### src/rtl/mxu_arbiter.sv
// Round-robin share of one matrix multiplier: grant -> mx_in_valid in 1 cycle, result 1 cycle after finished.
// Single operation in flight; requesters stall (req_ready=0) until the tagged response is taken via resp_ready.
module mxu_arbiter #(
    parameter int NUM_REQ   = 4,
    parameter int DIM       = 4,
    parameter int WIDTH     = 8,
    parameter int OUT_WIDTH = 2*WIDTH+$clog2(DIM),
    parameter int TIMEOUT   = 10,
    parameter int IDW       = (NUM_REQ > 1) ? $clog2(NUM_REQ) : 1
) (
    input  logic                                clk,
    input  logic                                reset,
    input  logic [NUM_REQ-1:0]                  req_valid,
    output logic [NUM_REQ-1:0]                  req_ready,
    input  logic [NUM_REQ*DIM*DIM*WIDTH-1:0]    req_a,
    input  logic [NUM_REQ*DIM*DIM*WIDTH-1:0]    req_b,
    output logic                                resp_valid,
    input  logic                                resp_ready,
    output logic [IDW-1:0]                      resp_id,
    output logic [DIM*DIM*OUT_WIDTH-1:0]        resp_y,
    output logic                                resp_timeout,
    output logic [DIM*DIM*WIDTH-1:0]            mx_in0,
    output logic [DIM*DIM*WIDTH-1:0]            mx_in1,
    output logic                                mx_in_valid,
    input  logic [DIM*DIM*OUT_WIDTH-1:0]        mx_out,
    input  logic                                mx_finished,
    output logic                                busy,
    output logic [7:0]                          err_cnt
);
    localparam int MW  = DIM*DIM*WIDTH;
    localparam int WDW = $clog2(TIMEOUT+1);

    typedef enum logic [1:0] {IDLE, ISSUE, WAIT, RESP} state_t;

    state_t         state;
    state_t         state_nxt;
    logic [IDW-1:0] rr_ptr;
    logic [IDW-1:0] id_q;
    logic [IDW-1:0] gnt_idx;
    logic           gnt_found;
    logic [WDW-1:0] wd_cnt;
    logic           wd_expired;

    // Scan downward so the candidate nearest rr_ptr is the last one written.
    always_comb begin : rr_select
        logic [IDW-1:0] cand;
        gnt_found = 1'b0;
        gnt_idx   = '0;
        cand      = '0;
        for (int k = NUM_REQ-1; k >= 0; k--) begin
            cand = IDW'((int'(rr_ptr) + k) % NUM_REQ);
            if (req_valid[cand]) begin
                gnt_found = 1'b1;
                gnt_idx   = cand;
            end
        end
    end

    // Count reaches TIMEOUT on this cycle unless finished arrives alongside it.
    assign wd_expired = (wd_cnt == WDW'(TIMEOUT-1));

    always_ff @(posedge clk or posedge reset) begin
        if (reset) state <= IDLE;
        else       state <= state_nxt;
    end

    always_comb begin
        state_nxt = state;
        unique case (state)
            IDLE:    if (gnt_found) state_nxt = ISSUE;
            ISSUE:   state_nxt = WAIT;
            WAIT:    if (mx_finished || wd_expired) state_nxt = RESP;
            RESP:    if (resp_ready) state_nxt = IDLE;
            default: state_nxt = IDLE;
        endcase
    end

    always_comb begin
        req_ready   = '0;
        mx_in_valid = 1'b0;
        resp_valid  = 1'b0;
        busy        = (state != IDLE);
        case (state)
            IDLE:    if (gnt_found && !reset) req_ready[gnt_idx] = 1'b1;
            ISSUE:   mx_in_valid = 1'b1;
            RESP:    resp_valid  = 1'b1;
            default: ;
        endcase
    end

    assign resp_id = id_q;

    always_ff @(posedge clk or posedge reset) begin
        if (reset) begin
            rr_ptr       <= '0;
            id_q         <= '0;
            mx_in0       <= '0;
            mx_in1       <= '0;
            wd_cnt       <= '0;
            resp_y       <= '0;
            resp_timeout <= 1'b0;
            err_cnt      <= '0;
        end else begin
            case (state)
                IDLE: if (gnt_found) begin
                    mx_in0 <= req_a[int'(gnt_idx)*MW +: MW];
                    mx_in1 <= req_b[int'(gnt_idx)*MW +: MW];
                    id_q   <= gnt_idx;
                    rr_ptr <= (gnt_idx == IDW'(NUM_REQ-1)) ? '0 : gnt_idx + 1'b1;
                end
                ISSUE: wd_cnt <= '0;
                WAIT: begin
                    if (mx_finished) begin
                        resp_y       <= mx_out;
                        resp_timeout <= 1'b0;
                    end else if (wd_expired) begin
                        resp_y       <= '0;
                        resp_timeout <= 1'b1;
                        if (err_cnt != 8'hFF) err_cnt <= err_cnt + 1'b1;
                    end else begin
                        wd_cnt <= wd_cnt + 1'b1;
                    end
                end
                default: ;
            endcase
        end
    end
endmodule

### config.mk
export PLATFORM = sky130hd
export DESIGN_NAME = mxu_arbiter
export DESIGN_NICKNAME = d
export VERILOG_FILES = /design/src/rtl/mxu_arbiter.sv
export SDC_FILE = /design/constraint.sdc
export NUM_CORES = 1
export LEC_CHECK = 0
export CAP_MARGIN = 20
export CORE_AREA = 2 2 736 738
export CTS_BUF_LIST = sky130_fd_sc_hd__clkbuf_4 sky130_fd_sc_hd__clkbuf_8 sky130_fd_sc_hd__clkbuf_16
export DETAILED_ROUTE_END_ITERATION = 10
export DIE_AREA = 0 0 738 740
export PLACE_DENSITY_LB_ADDON = 0.08
export SYNTH_ARGS = -nofsm -noshare
export SYNTH_HDL_FRONTEND = slang
export SYNTH_SLANG_ARGS = --single-unit
### constraint.sdc
create_clock -name clk -period 21.4 [get_ports clk]
set_input_delay 3.21 -clock clk [delete_from_list [all_inputs] [get_ports clk]]
set_output_delay 3.21 -clock clk [all_outputs]
set_load 0.005 [all_outputs]
==> results of run 1 <==
flip-flops by register name, summed over array words and instances, names as in the netlist:
name and flops:
mx_in0 128, resp_timeout 1, err_cnt 8, mx_in1 128, resp_y 288, state 2
wd_cnt 4, resp_id 2, rr_ptr 2
per-stage QoR:
stage / instances / cell area [um^2] / worst slack (ns) / total power [uW] / hold slack [ns]
final: 11620 / 58420 / 11.11 / 8413 / 0.4850
after global routing: 11580 / 58300 / 10.85 / 8995 / 0.5126
after CTS: 11570 / 58250 / 10.98 / 8731 / 0.4987
after detailed placement: 11390 / 54870 / 10.98 / 6811 / 0.4808
after global placement: 11390 / 54830 / 10.94 / 6836 / 0.4714
after floorplan: 2518 / 27480 / 2.192 / 3513 / 0.4531
critical path: stages:
cell and delay, ns:
sky130_fd_sc_hd__clkdlybuf4s50_1 0.67, sky130_fd_sc_hd__inv_2 0.09, sky130_fd_sc_hd__o2111ai_4 0.57, sky130_fd_sc_hd__and2_4 0.70
sky130_fd_sc_hd__inv_16 0.27, sky130_fd_sc_hd__buf_4 0.39, sky130_fd_sc_hd__nor4_1 0.39, sky130_fd_sc_hd__clkdlybuf4s50_1 0.60
worst max path at each step:
stage,startpoint,endpoint,slack [ns],cells past startpoint
after floorplan,reset,req_ready[3],2.19,2
after global placement,req_valid[0],req_ready[0],10.94,8
after detailed placement,req_valid[0],req_ready[0],10.98,8
after CTS,req_valid[0],req_ready[0],10.98,8
after global routing,req_valid[0],req_ready[0],10.85,8
final,req_valid[0],req_ready[0],11.11,8
per-layer routing:
layer / up-vias / share of wire (%) / track usage, %
met1: 15970 / 41 / 16.84
met4: 136 / 2.7 / 2.679
met2: 1932 / 45 / 22.94
met3: 763 / 11 / 6.728
li1: 13500 / - / -
met5: - / 0.22 / 0
power by group through the flow:
| stage | sequential (uW) | combinational (uW) | clock [uW] |
|---|---|---|---|
| after floorplan | 1910 | 1610 | 0 |
| after global placement | 2000 | 4840 | 0 |
| after detailed placement | 1990 | 4820 | 0 |
| after CTS | 1990 | 4840 | 1900 |
| after global routing | 2050 | 5040 | 1910 |
| final | 1980 | 4660 | 1780 |
cell type report:
type | count | share of cell area (%)
repair buffers | 1958 | 33.42
flip-flops and latches | 563 | 24.12
multi-input cells | 1654 | 20.89
well taps | 7208 | 15.44
clock buffers | 153 | 5.365
clock inverters | 23 | 0.4305
diodes | 55 | 0.2356
inverters | 10 | 0.1049
logic make-up after synthesis:
| family | Yosys count | synth area share, % |
|---|---|---|
| muxes | 255 | 9.289 |
| DFF | 563 | 51.27 |
| and+or+nand+nor | 310 | 6.857 |
| AOI/OAI and AO/OA | 1072 | 27.09 |
| xor gates and xnor gates | 9 | 0.2869 |
| adders and majority gates | 8 | 0.3643 |
| buffers and inverters | 301 | 4.840 |
cells in the mapped netlist, types with 2 or more instances:
cell type,n,area share (%)
sky130_fd_sc_hd__buf_4,30,0.82
sky130_fd_sc_hd__ha_1,8,0.36
sky130_fd_sc_hd__inv_1,8,0.11
sky130_fd_sc_hd__a211oi_1,257,7.0
sky130_fd_sc_hd__nor2b_1,4,0.091
sky130_fd_sc_hd__nand4_1,4,0.091
sky130_fd_sc_hd__o31ai_1,2,0.055
sky130_fd_sc_hd__dfrtp_1,563,51
sky130_fd_sc_hd__nand2_1,18,0.25
sky130_fd_sc_hd__xnor2_1,6,0.19
sky130_fd_sc_hd__clkbuf_1,197,2.7
sky130_fd_sc_hd__buf_2,56,1.0
sky130_fd_sc_hd__a22o_1,288,9.2
sky130_fd_sc_hd__and2_1,2,0.046
sky130_fd_sc_hd__nor4_1,3,0.068
sky130_fd_sc_hd__xor2_1,3,0.096
sky130_fd_sc_hd__mux2i_1,255,9.3
sky130_fd_sc_hd__o21ai_0,261,4.8
sky130_fd_sc_hd__nand2b_1,7,0.16
sky130_fd_sc_hd__o22ai_1,256,5.8
sky130_fd_sc_hd__buf_1,6,0.082
sky130_fd_sc_hd__a21oi_1,2,0.036
sky130_fd_sc_hd__nor3_1,2,0.036
sky130_fd_sc_hd__nand3_1,4,0.073
sky130_fd_sc_hd__and3_1,258,5.9
sky130_fd_sc_hd__nor2_1,4,0.055
sky130_fd_sc_hd__buf_6,2,0.082
==> impl_metrics.csv, run 1 <==
group,metric,value,unit
floorplanning,fp-row-count,270,
timing,relative_max_transition_margin,18.73,%
timing,finalSetupTns,0,ns
timing,worst_pin_slew,1.185,ns
pwr,switching_power,3878,uW
floorplanning,die_h,740,um
placement,place.port_buffers,1881,
placement,routability_driven_placement_congestion_ratio,0.8320,
timing,final-setup-viol-count,0,
layout,areaGrowthSynthToFinish,112.6,%
route,antenna_violating_nets_post_route,0,
timing,timing.clock.skew,0.08130,ns
synth,yosysWarnings,0,
route,routed_wl,401.4,mm
worst_setup_path,timing.critical_path.to_type,"output port",
global_route,grt.total_usage,14.09,%
clocking,clock_tree.htree_level_count,3,
pwr,power.combinational.fraction,55.4,%
pwr,intPower,4536,uW
worst_setup_path,worst_r2r_startpoint,"state[0]",
route,drt-vias-per-instance,2.778,
synth,syn_nets,3846,
floorplanning,core_region_area,538800,um^2
worst_setup_path,crit_fanout,65,
placement,hpwlAfterDp,339.5,mm
floorplanning,initial_util,5.100,%
worst_setup_path,cp_data_required_time,18.19,ns
route,dr.pass1.iters,5,
layout,n_fill_cell,61700,
synth,post_synth.cell_area_avg,10.91,um^2
clocking,clock_tree.buffer_depth,4,
clocking,cts_hold_repair.buffers,0,
timing,finalMaxSlewViolations,0,
synth,synth-seq-cells,563,
clocking,cts.repair.resized,0,
clocking,tritoncts_clock_tree,"done",
layout,multiInputGateArea,12200,um^2
synth,synth-seq-area-share,51.27,%
worst_setup_path,worstReg2RegEnd,"resp_y[164]",
worst_hold_path,worst_hold_path_startpoint,"mx_in0[32]",
synth,async_flop_share,100.0,%
timing,finalCritPeriodShare,48.07,%
pwr,p_leak,0.02192,uW
timing,hold_viol_final,0,
floorplanning,top_level_ports,1882,
timing,grt_setup_unrepaired,"false",
route,route.vias.total,32300,
timing,layout_min_cycle_time,10.29,ns
clocking,cts-buffers-inserted,103,
worst_setup_path,critical_path_arrival,7.08,ns
worst_hold_path,hold-path-endpoint,"mx_in0[32]",
outcome,outcome,"finished clean",
synth,syn-cell-area,27480,um^2
worst_setup_path,worst-r2r-cell-count,7,
worst_setup_path,worst-setup-path-type,"in2out",
worst_hold_path,hold_depth,2,
pwr,irDropWorstVdd,0.05865,mV
global_route,grt_antenna_before_repair,366,
clocking,post-cts-setup-buffer-count,0,
synth,synth_edf_count,0,
global_route,grt_start_max_net_pins,154,
synth,distinct_cells_synth,39,
worst_hold_path,hold_path.class,"reg2reg",
layout,area.sequential,14090,um^2
pwr,cellPowerDensity,144.0,nW/um^2
synth,synth_cells,2518,
route,initialDrtViolationCount,1749,
pwr,switching_fraction_of_total_power,46.09,%
layout,final_cell_mix,"sky130_fd_sc_hd__clkdlybuf4s50_1 (1881), sky130_fd_sc_hd__dfrtp_1 (563), sky130_fd_sc_hd__a22o_1 (288)",
worst_setup_path,crit_path_launch_type,"input port",
layout,layout.cells.most_common,"sky130_fd_sc_hd__clkdlybuf4s50_1",
layout,final_util,10.84,%
pwr,seq_power_share,23.5,%
floorplanning,dieWidth,738,um
global_route,first_global_vias,33760,
clocking,sink_count_of_the_clock_tree,563,
global_route,globalRouteOverflowTotal,0,
clocking,clock_insertion_delay_worst_skew,0.88,ns
pwr,clockPowerShare,21.1,%
route,wire_per_inst,34.53,um
clocking,clock_pin_transition_on_the_worst_setup_and_hold_timing_paths,0.05,ns
flow_run,maxCapViolations,0,
synth,synth_flop_cell,"sky130_fd_sc_hd__dfrtp_1",
layout,layout-drive-gt1-share,6.375,%
layout,finalNetCount,5618,
clocking,cts-root-buf,"sky130_fd_sc_hd__clkbuf_16",
worst_setup_path,r2r_slack,16.56,ns
route,route.detailed.drc,0,
global_route,grt_pass1_wl,481.8,mm
timing,achievable-frequency,0.09720,GHz
floorplanning,area_enclosed_by_the_die_boundary,546100,um^2
(Power assumes the default switching activity.)
==> run 2: changes to the inputs <==
==> constraint.sdc (replaced) <==
create_clock -name clk -period 10.17 [get_ports clk]
set_input_delay 1.5255 -clock clk [delete_from_list [all_inputs] [get_ports clk]]
set_output_delay 1.5255 -clock clk [all_outputs]
set_load 0.005 [all_outputs]
==> run 2 against run 1 <==
  * Cell area up 0.13%
  * Non-clock buffer count increased by 2
  * Cell count up 0.23%
  * First-iteration DRC count up 2.2%
  * Via count is 0.36% higher
  * Sequential power rose by 110%
  * Sequential share of layout area about the same
  * Count of clock-buffer cells in the layout is the same
  * Setup slack worse by 7.4 ns
  * Clock skew grew 0.019 ns
  * Total power increased by 110%
  * Largest cell class unchanged
==> impl_metrics.csv, run 2 (synthesized netlist as in run 1, its figures left out) <==
group,metric,value,unit
pwr,switching_power,8133,uW
floorplanning,core_region_area,538800,um^2
clocking,tritoncts_clock_tree,"done",
clocking,clock_insertion_delay_worst_skew,0.91,ns
pwr,clockPowerShare,21.2,%
global_route,grt_pass1_wl,483.9,mm
route,route.vias.total,32410,
worst_setup_path,cp_data_required_time,8.64,ns
worst_setup_path,critical_path_arrival,4.98,ns
floorplanning,area_enclosed_by_the_die_boundary,546100,um^2
pwr,intPower,9557,uW
worst_hold_path,hold_path.class,"reg2reg",
global_route,globalRouteOverflowTotal,0,
placement,place_worst_setup_slack,3.528,ns
route,wire_per_inst,34.69,um
pwr,power.combinational.fraction,55.3,%
clocking,cts-root-buf,"sky130_fd_sc_hd__clkbuf_16",
global_route,grt.total_usage,14.18,%
layout,layout.cells.most_common,"sky130_fd_sc_hd__clkdlybuf4s50_1",
worst_setup_path,crit_fanout,68,
timing,finalSetupTns,0,ns
route,drt-vias-per-instance,2.782,
worst_setup_path,timing.critical_path.cells,"clkdlybuf4s50_1, inv_2, o2111ai_4, and2_4, inv_16, buf_4, nor4_1, clkdlybuf4s50_1",
pwr,irDropWorstVdd,0.1574,mV
layout,finalNetCount,5621,
timing,grt_setup_unrepaired,"false",
timing,finalWorstSetupSlack,3.666,ns
worst_setup_path,cp_num_buf_inv,5,
layout,largest_register_ffs,288,
floorplanning,initial_util,5.100,%
pwr,seq_power_share,23.5,%
clocking,post-cts-setup-buffer-count,0,
outcome,outcome,"finished clean",
floorplanning,die_h,740,um
timing,final-setup-viol-count,0,
worst_setup_path,crit_path_launch_type,"input port",
clocking,cts.repair.resized,0,
pwr,cellPowerDensity,302.4,nW/um^2
placement,routability_driven_placement_congestion_ratio,0.8262,
clocking,cts_hold_repair.buffers,0,
worst_setup_path,worst_path_largest_cell_delay,0.76,ns
timing,relative_max_transition_margin,22.88,%
route,dr.pass1.iters,5,
worst_setup_path,worst-setup-path-type,"in2out",
clocking,sink_count_of_the_clock_tree,563,
clocking,clock_pin_transition_on_the_worst_setup_and_hold_timing_paths,0.05,ns
flow_run,maxCapViolations,0,
floorplanning,dieWidth,738,um
global_route,grt_antenna_before_repair,385,
layout,final_cell_mix,"sky130_fd_sc_hd__clkdlybuf4s50_1 (1881), sky130_fd_sc_hd__dfrtp_1 (563), sky130_fd_sc_hd__a22o_1 (288)",
placement,placed_cell_area,54880,um^2
timing,finalMaxSlewViolations,0,
placement,place.port_buffers,1881,
pwr,switching_fraction_of_total_power,45.97,%
timing,hold_viol_final,0,
layout,layout-drive-gt1-share,6.370,%
layout,stdcell_area,58490,um^2
layout,biggestRegsByFlops,"resp_y x288, mx_in0 x128, mx_in1 x128",
route,antenna_violating_nets_post_route,0,
timing,layout_min_cycle_time,6.504,ns
worst_setup_path,timing.critical_path.to_type,"output port",
clocking,clock_tree.htree_level_count,3,
clocking,clock_tree.buffer_depth,4,
layout,max_flop_register,"resp_y",
clocking,cts-buffers-inserted,104,
placement,hpwlAfterDp,339.4,mm
floorplanning,fp-row-count,270,
route,route.detailed.drc,0,
global_route,first_global_vias,33470,
floorplanning,top_level_ports,1882,
route,routed_wl,404.2,mm
timing,finalCritPeriodShare,63.95,%
worst_setup_path,timing.critical_path.mode_cell,"sky130_fd_sc_hd__clkdlybuf4s50_1",
layout,areaGrowthSynthToFinish,112.9,%
worst_setup_path,crit_family,"buffers and inverters",
pwr,p_leak,0.02194,uW
route,initialDrtViolationCount,1787,
worst_setup_path,crit_slowest_cell,"sky130_fd_sc_hd__and2_4",
timing,achievable-frequency,0.1538,GHz
pwr,total_power,17690,uW
layout,n_fill_cell,61710,
timing,timing.clock.skew,0.1005,ns
global_route,grt_start_max_net_pins,156,
timing,worst_pin_slew,1.157,ns
[run 2: per-stage QoR]
| stage | utilization, % | instances | hold slack, ns |
|---|---|---|---|
| global placement | 10.18 | 11390 | 0.4688 |
| finish | 10.86 | 11650 | 0.4858 |
| detailed placement | 10.18 | 11390 | 0.4690 |
| CTS | 10.81 | 11570 | 0.4927 |
| floorplan | - | 2518 | 0.4531 |
| global route | 10.83 | 11590 | 0.5174 |
[run 2: layer usage]
metal  up-vias  global-route usage (%)  part of all wire [%]
met5         -                       0                  0.26
met4       160                   2.118                   2.0
met3       737                   8.818                    14
met2      1937                   23.69                    46
met1     16040                   15.45                    38
li1      13540                       -                     -
[run 2: power groups by stage]
stage          clock network (uW)  logic (uW)  registers (uW)
2_1_floorplan                   0        3380            4020
3_3_place_gp                    0       10200            4190
3_5_place_dp                    0       10100            4180
6_report                     3750        9790            4150
4_1_cts                      3990       10200            4170
5_1_grt                      4020       10600            4290
[run 2: final cells by class]
type | instances | area (um^2) | area share, %
inverter | 10 | 57.56 | 0.09840
antenna | 79 | 197.7 | 0.3380
tap | 7208 | 9019 | 15.42
clock inverter | 24 | 257.7 | 0.4406
multi-input combinational | 1654 | 12150 | 20.78
clock buffer | 153 | 3133 | 5.356
timing repair buffer | 1960 | 19590 | 33.48
sequential | 563 | 14090 | 24.09
[run 2: worst register-to-register path: cells and delay by family (launching register included)]
family / cells / cell delay [ns]
buffers and inverters: 5 / 2.48
AO/OA/AOI/OAI: 3 / 1.15
flip-flops: 1 / 0.40
adder cells (fa/ha/maj): 1 / 0.16
[run 2: final timing paths]
kind / start / to / slack (ns) / cells past startpoint
max: req_valid[0] / req_ready[2] / 3.67 / 8
min: resp_id[1] / resp_id[1] / 0.49 / 2
max reg2reg: state[0] / mx_in1[16] / 5.88 / 9
min reg2reg: resp_id[1] / resp_id[1] / 0.49 / 2
max in group asynchronous: reset / resp_y[81] / 6.00 / 5
min in group asynchronous: reset / mx_in0[87] / 1.35 / 2
==> run 3: changes to the inputs <==
--- a/config.mk
+++ b/config.mk
@@ -6,10 +6,10 @@
 export NUM_CORES = 1
 export LEC_CHECK = 0
 export CAP_MARGIN = 20
-export CORE_AREA = 2 2 736 738
+export CORE_AREA = 2 2 725 727
 export CTS_BUF_LIST = sky130_fd_sc_hd__clkbuf_4 sky130_fd_sc_hd__clkbuf_8 sky130_fd_sc_hd__clkbuf_16
 export DETAILED_ROUTE_END_ITERATION = 10
-export DIE_AREA = 0 0 738 740
+export DIE_AREA = 0 0 727 729
 export PLACE_DENSITY_LB_ADDON = 0.08
 export SYNTH_ARGS = -nofsm -noshare
 export SYNTH_HDL_FRONTEND = slang
==> constraint.sdc (replaced) <==
create_clock -name clk -period 5.89 [get_ports clk]
set_input_delay 0.8835 -clock clk [delete_from_list [all_inputs] [get_ports clk]]
set_output_delay 0.8835 -clock clk [all_outputs]
set_load 0.005 [all_outputs]
==> run 3 against run 2 <==
  * Global-route usage rose by 0.52 points
  * Flip-flop and latch count stayed put
  * Count of clock-buffer cells in the layout rose by 5
  * Core utilization rose by 0.34 points
  * Die area down 3.0%
  * Sequential share of layout area is essentially flat
  * Total power is 73% higher
  * Register-to-register slack lost 4.2 ns
  * Sequential power grew 73%
  * Critical endpoint is now req_ready[3]
==> impl_metrics.csv, run 3 (synthesized netlist as in run 1, its figures left out) <==
group,metric,value,unit
global_route,grt.total_usage,14.71,%
route,drt-vias-per-instance,2.842,
floorplanning,fp-row-count,266,
timing,finalMaxSlewViolations,0,
route,route.detailed.drc,0,
global_route,grt_start_max_net_pins,121,
worst_setup_path,timing.critical_path.cells,"inv_1, ha_1, buf_4, o31a_2, and3_1, clkdlybuf4s50_1",
pwr,switching_power,13750,uW
pwr,seq_power_share,23.5,%
layout,finish.cell_count_without_fillers,11410,
layout,biggestRegsByFlops,"resp_y x288, mx_in0 x128, mx_in1 x128",
pwr,switching_fraction_of_total_power,45.03,%
layout,layout-drive-gt1-share,6.510,%
flow_run,maxCapViolations,0,
timing,layout_min_cycle_time,4.895,ns
outcome,outcome,"finished clean",
pwr,total_power,30540,uW
pwr,irDropWorstVdd,0.2769,mV
timing,finalWorstSetupSlack,0.9955,ns
global_route,grt_antenna_before_repair,391,
layout,finalNetCount,5629,
route,routed_wl,406.5,mm
worst_setup_path,crit_slowest_cell,"sky130_fd_sc_hd__ha_1",
worst_setup_path,crit_fanout,19,
clocking,clock_tree.buffer_depth,4,
floorplanning,die_h,729,um
layout,layout.cells.most_common,"sky130_fd_sc_hd__clkdlybuf4s50_1",
layout,final_cell_mix,"sky130_fd_sc_hd__clkdlybuf4s50_1 (1879), sky130_fd_sc_hd__dfrtp_1 (563), sky130_fd_sc_hd__a22o_1 (288)",
global_route,first_global_vias,33200,
layout,areaGrowthSynthToFinish,113.1,%
floorplanning,top_level_ports,1882,
timing,grt_setup_unrepaired,"false",
clocking,cts-buffers-inserted,105,
global_route,globalRouteOverflowTotal,0,
timing,timing.hold.ws,0.4937,ns
pwr,intPower,16790,uW
worst_setup_path,worst_path_largest_cell_delay,0.85,ns
timing,relative_max_transition_margin,29.52,%
worst_setup_path,cp_data_required_time,5.01,ns
timing,final-setup-viol-count,0,
clocking,cts_hold_repair.buffers,0,
placement,routability_driven_placement_congestion_ratio,0.8759,
clocking,clock_tree.htree_level_count,3,
route,route.vias.total,32430,
pwr,p_leak,0.02215,uW
layout,largest_register_ffs,288,
pwr,clockPowerShare,21.8,%
worst_setup_path,worst-setup-path-type,"reg2out",
route,antenna_violating_nets_post_route,0,
clocking,clock_insertion_delay_worst_skew,0.90,ns
route,wire_per_inst,35.62,um
clocking,clock_pin_transition_on_the_worst_setup_and_hold_timing_paths,0.05,ns
timing,finalCritPeriodShare,83.10,%
placement,place.port_buffers,1881,
global_route,grt_pass1_wl,488.6,mm
worst_hold_path,hold_path.class,"reg2reg",
worst_setup_path,crit_path_launch_type,"flip-flop",
pwr,power.combinational.fraction,54.6,%
floorplanning,area_enclosed_by_the_die_boundary,530000,um^2
worst_setup_path,cp_num_buf_inv,3,
placement,hpwlAfterDp,339.2,mm
placement,place_inst,11160,
pwr,cellPowerDensity,521.6,nW/um^2
layout,max_flop_register,"resp_y",
floorplanning,initial_util,5.256,%
clocking,sink_count_of_the_clock_tree,563,
timing,achievable-frequency,0.2043,GHz
worst_setup_path,critical_path_arrival,4.01,ns
timing,hold_viol_final,0,
timing,timing.clock.skew,0.09736,ns
floorplanning,dieWidth,727,um
floorplanning,core_region_area,522900,um^2
timing,worst_pin_slew,1.057,ns
worst_setup_path,crit_family,"buffers and inverters",
route,dr.pass1.iters,5,
clocking,post-cts-setup-buffer-count,0,
worst_setup_path,timing.critical_path.to_type,"output port",
clocking,cts-root-buf,"sky130_fd_sc_hd__clkbuf_16",
route,initialDrtViolationCount,1824,
placement,place_worst_setup_slack,1.418,ns
clocking,cts.repair.resized,0,
clocking,tritoncts_clock_tree,"done",
[run 3: layout make-up]
cell class	count	area, um^2
multi-input cells	1654	12110
fillers	59810	464300
diodes	66	165.2
flip-flops and latches	563	14090
clock inverters	26	314.1
inverters	10	57.56
well taps	6968	8718
clock buffers	158	3188
repair buffers	1967	19910
[run 3: through the flow]
stage          TNS (ns)  cell area, um^2  util [%]
2_1_floorplan  -1505.30            27480         -
3_3_place_gp          0            54770     10.48
3_5_place_dp          0            54780     10.48
4_1_cts               0            58280     11.15
5_1_grt               0            58420     11.17
6_report              0            58560     11.20
[run 3: worst register-to-register path, stage by stage, from the launching register on]
cell	delay (ns)
sky130_fd_sc_hd__dfrtp_1	0.40
sky130_fd_sc_hd__inv_1	0.10
sky130_fd_sc_hd__ha_1	0.85
sky130_fd_sc_hd__buf_4	0.31
sky130_fd_sc_hd__o31a_2	0.77
sky130_fd_sc_hd__o221ai_4	0.62
sky130_fd_sc_hd__buf_12	0.43
sky130_fd_sc_hd__o21ai_0	0.53
sky130_fd_sc_hd__o22ai_1	0.11
[run 3: worst paths after layout]
| check | from | end | slack [ns] | cells past startpoint |
|---|---|---|---|---|
| worst max-delay path | state[1] | req_ready[3] | 1.0 | 6 |
| worst min-delay path | resp_id[0] | resp_id[0] | 0.49 | 2 |
| worst max register to register | state[1] | mx_in1[76] | 1.64 | 8 |
| worst min register to register | resp_id[0] | resp_id[0] | 0.49 | 2 |
| max in group asynchronous | reset | mx_in1[76] | 3.59 | 5 |
| min in group asynchronous | reset | rr_ptr[0] | 0.59 | 3 |
[run 3: per-layer routing]
layer / up-vias / GRT usage, % / share of wire, %
met5: - / 0 / 0.18
met4: 112 / 2.674 / 2.6
met3: 741 / 6.894 / 10
met2: 1805 / 25.06 / 48
met1: 16220 / 16.86 / 39
li1: 13550 / - / -
[run 3: power by group through the flow]
stage | combinational (uW) | clock (uW) | sequential (uW)
detailed placement | 17200 | 0 | 7230
CTS | 17300 | 7070 | 7210
global placement | 17300 | 0 | 7270
finish | 16700 | 6660 | 7190
global route | 18000 | 7120 | 7440
floorplan | 5830 | 0 | 6930
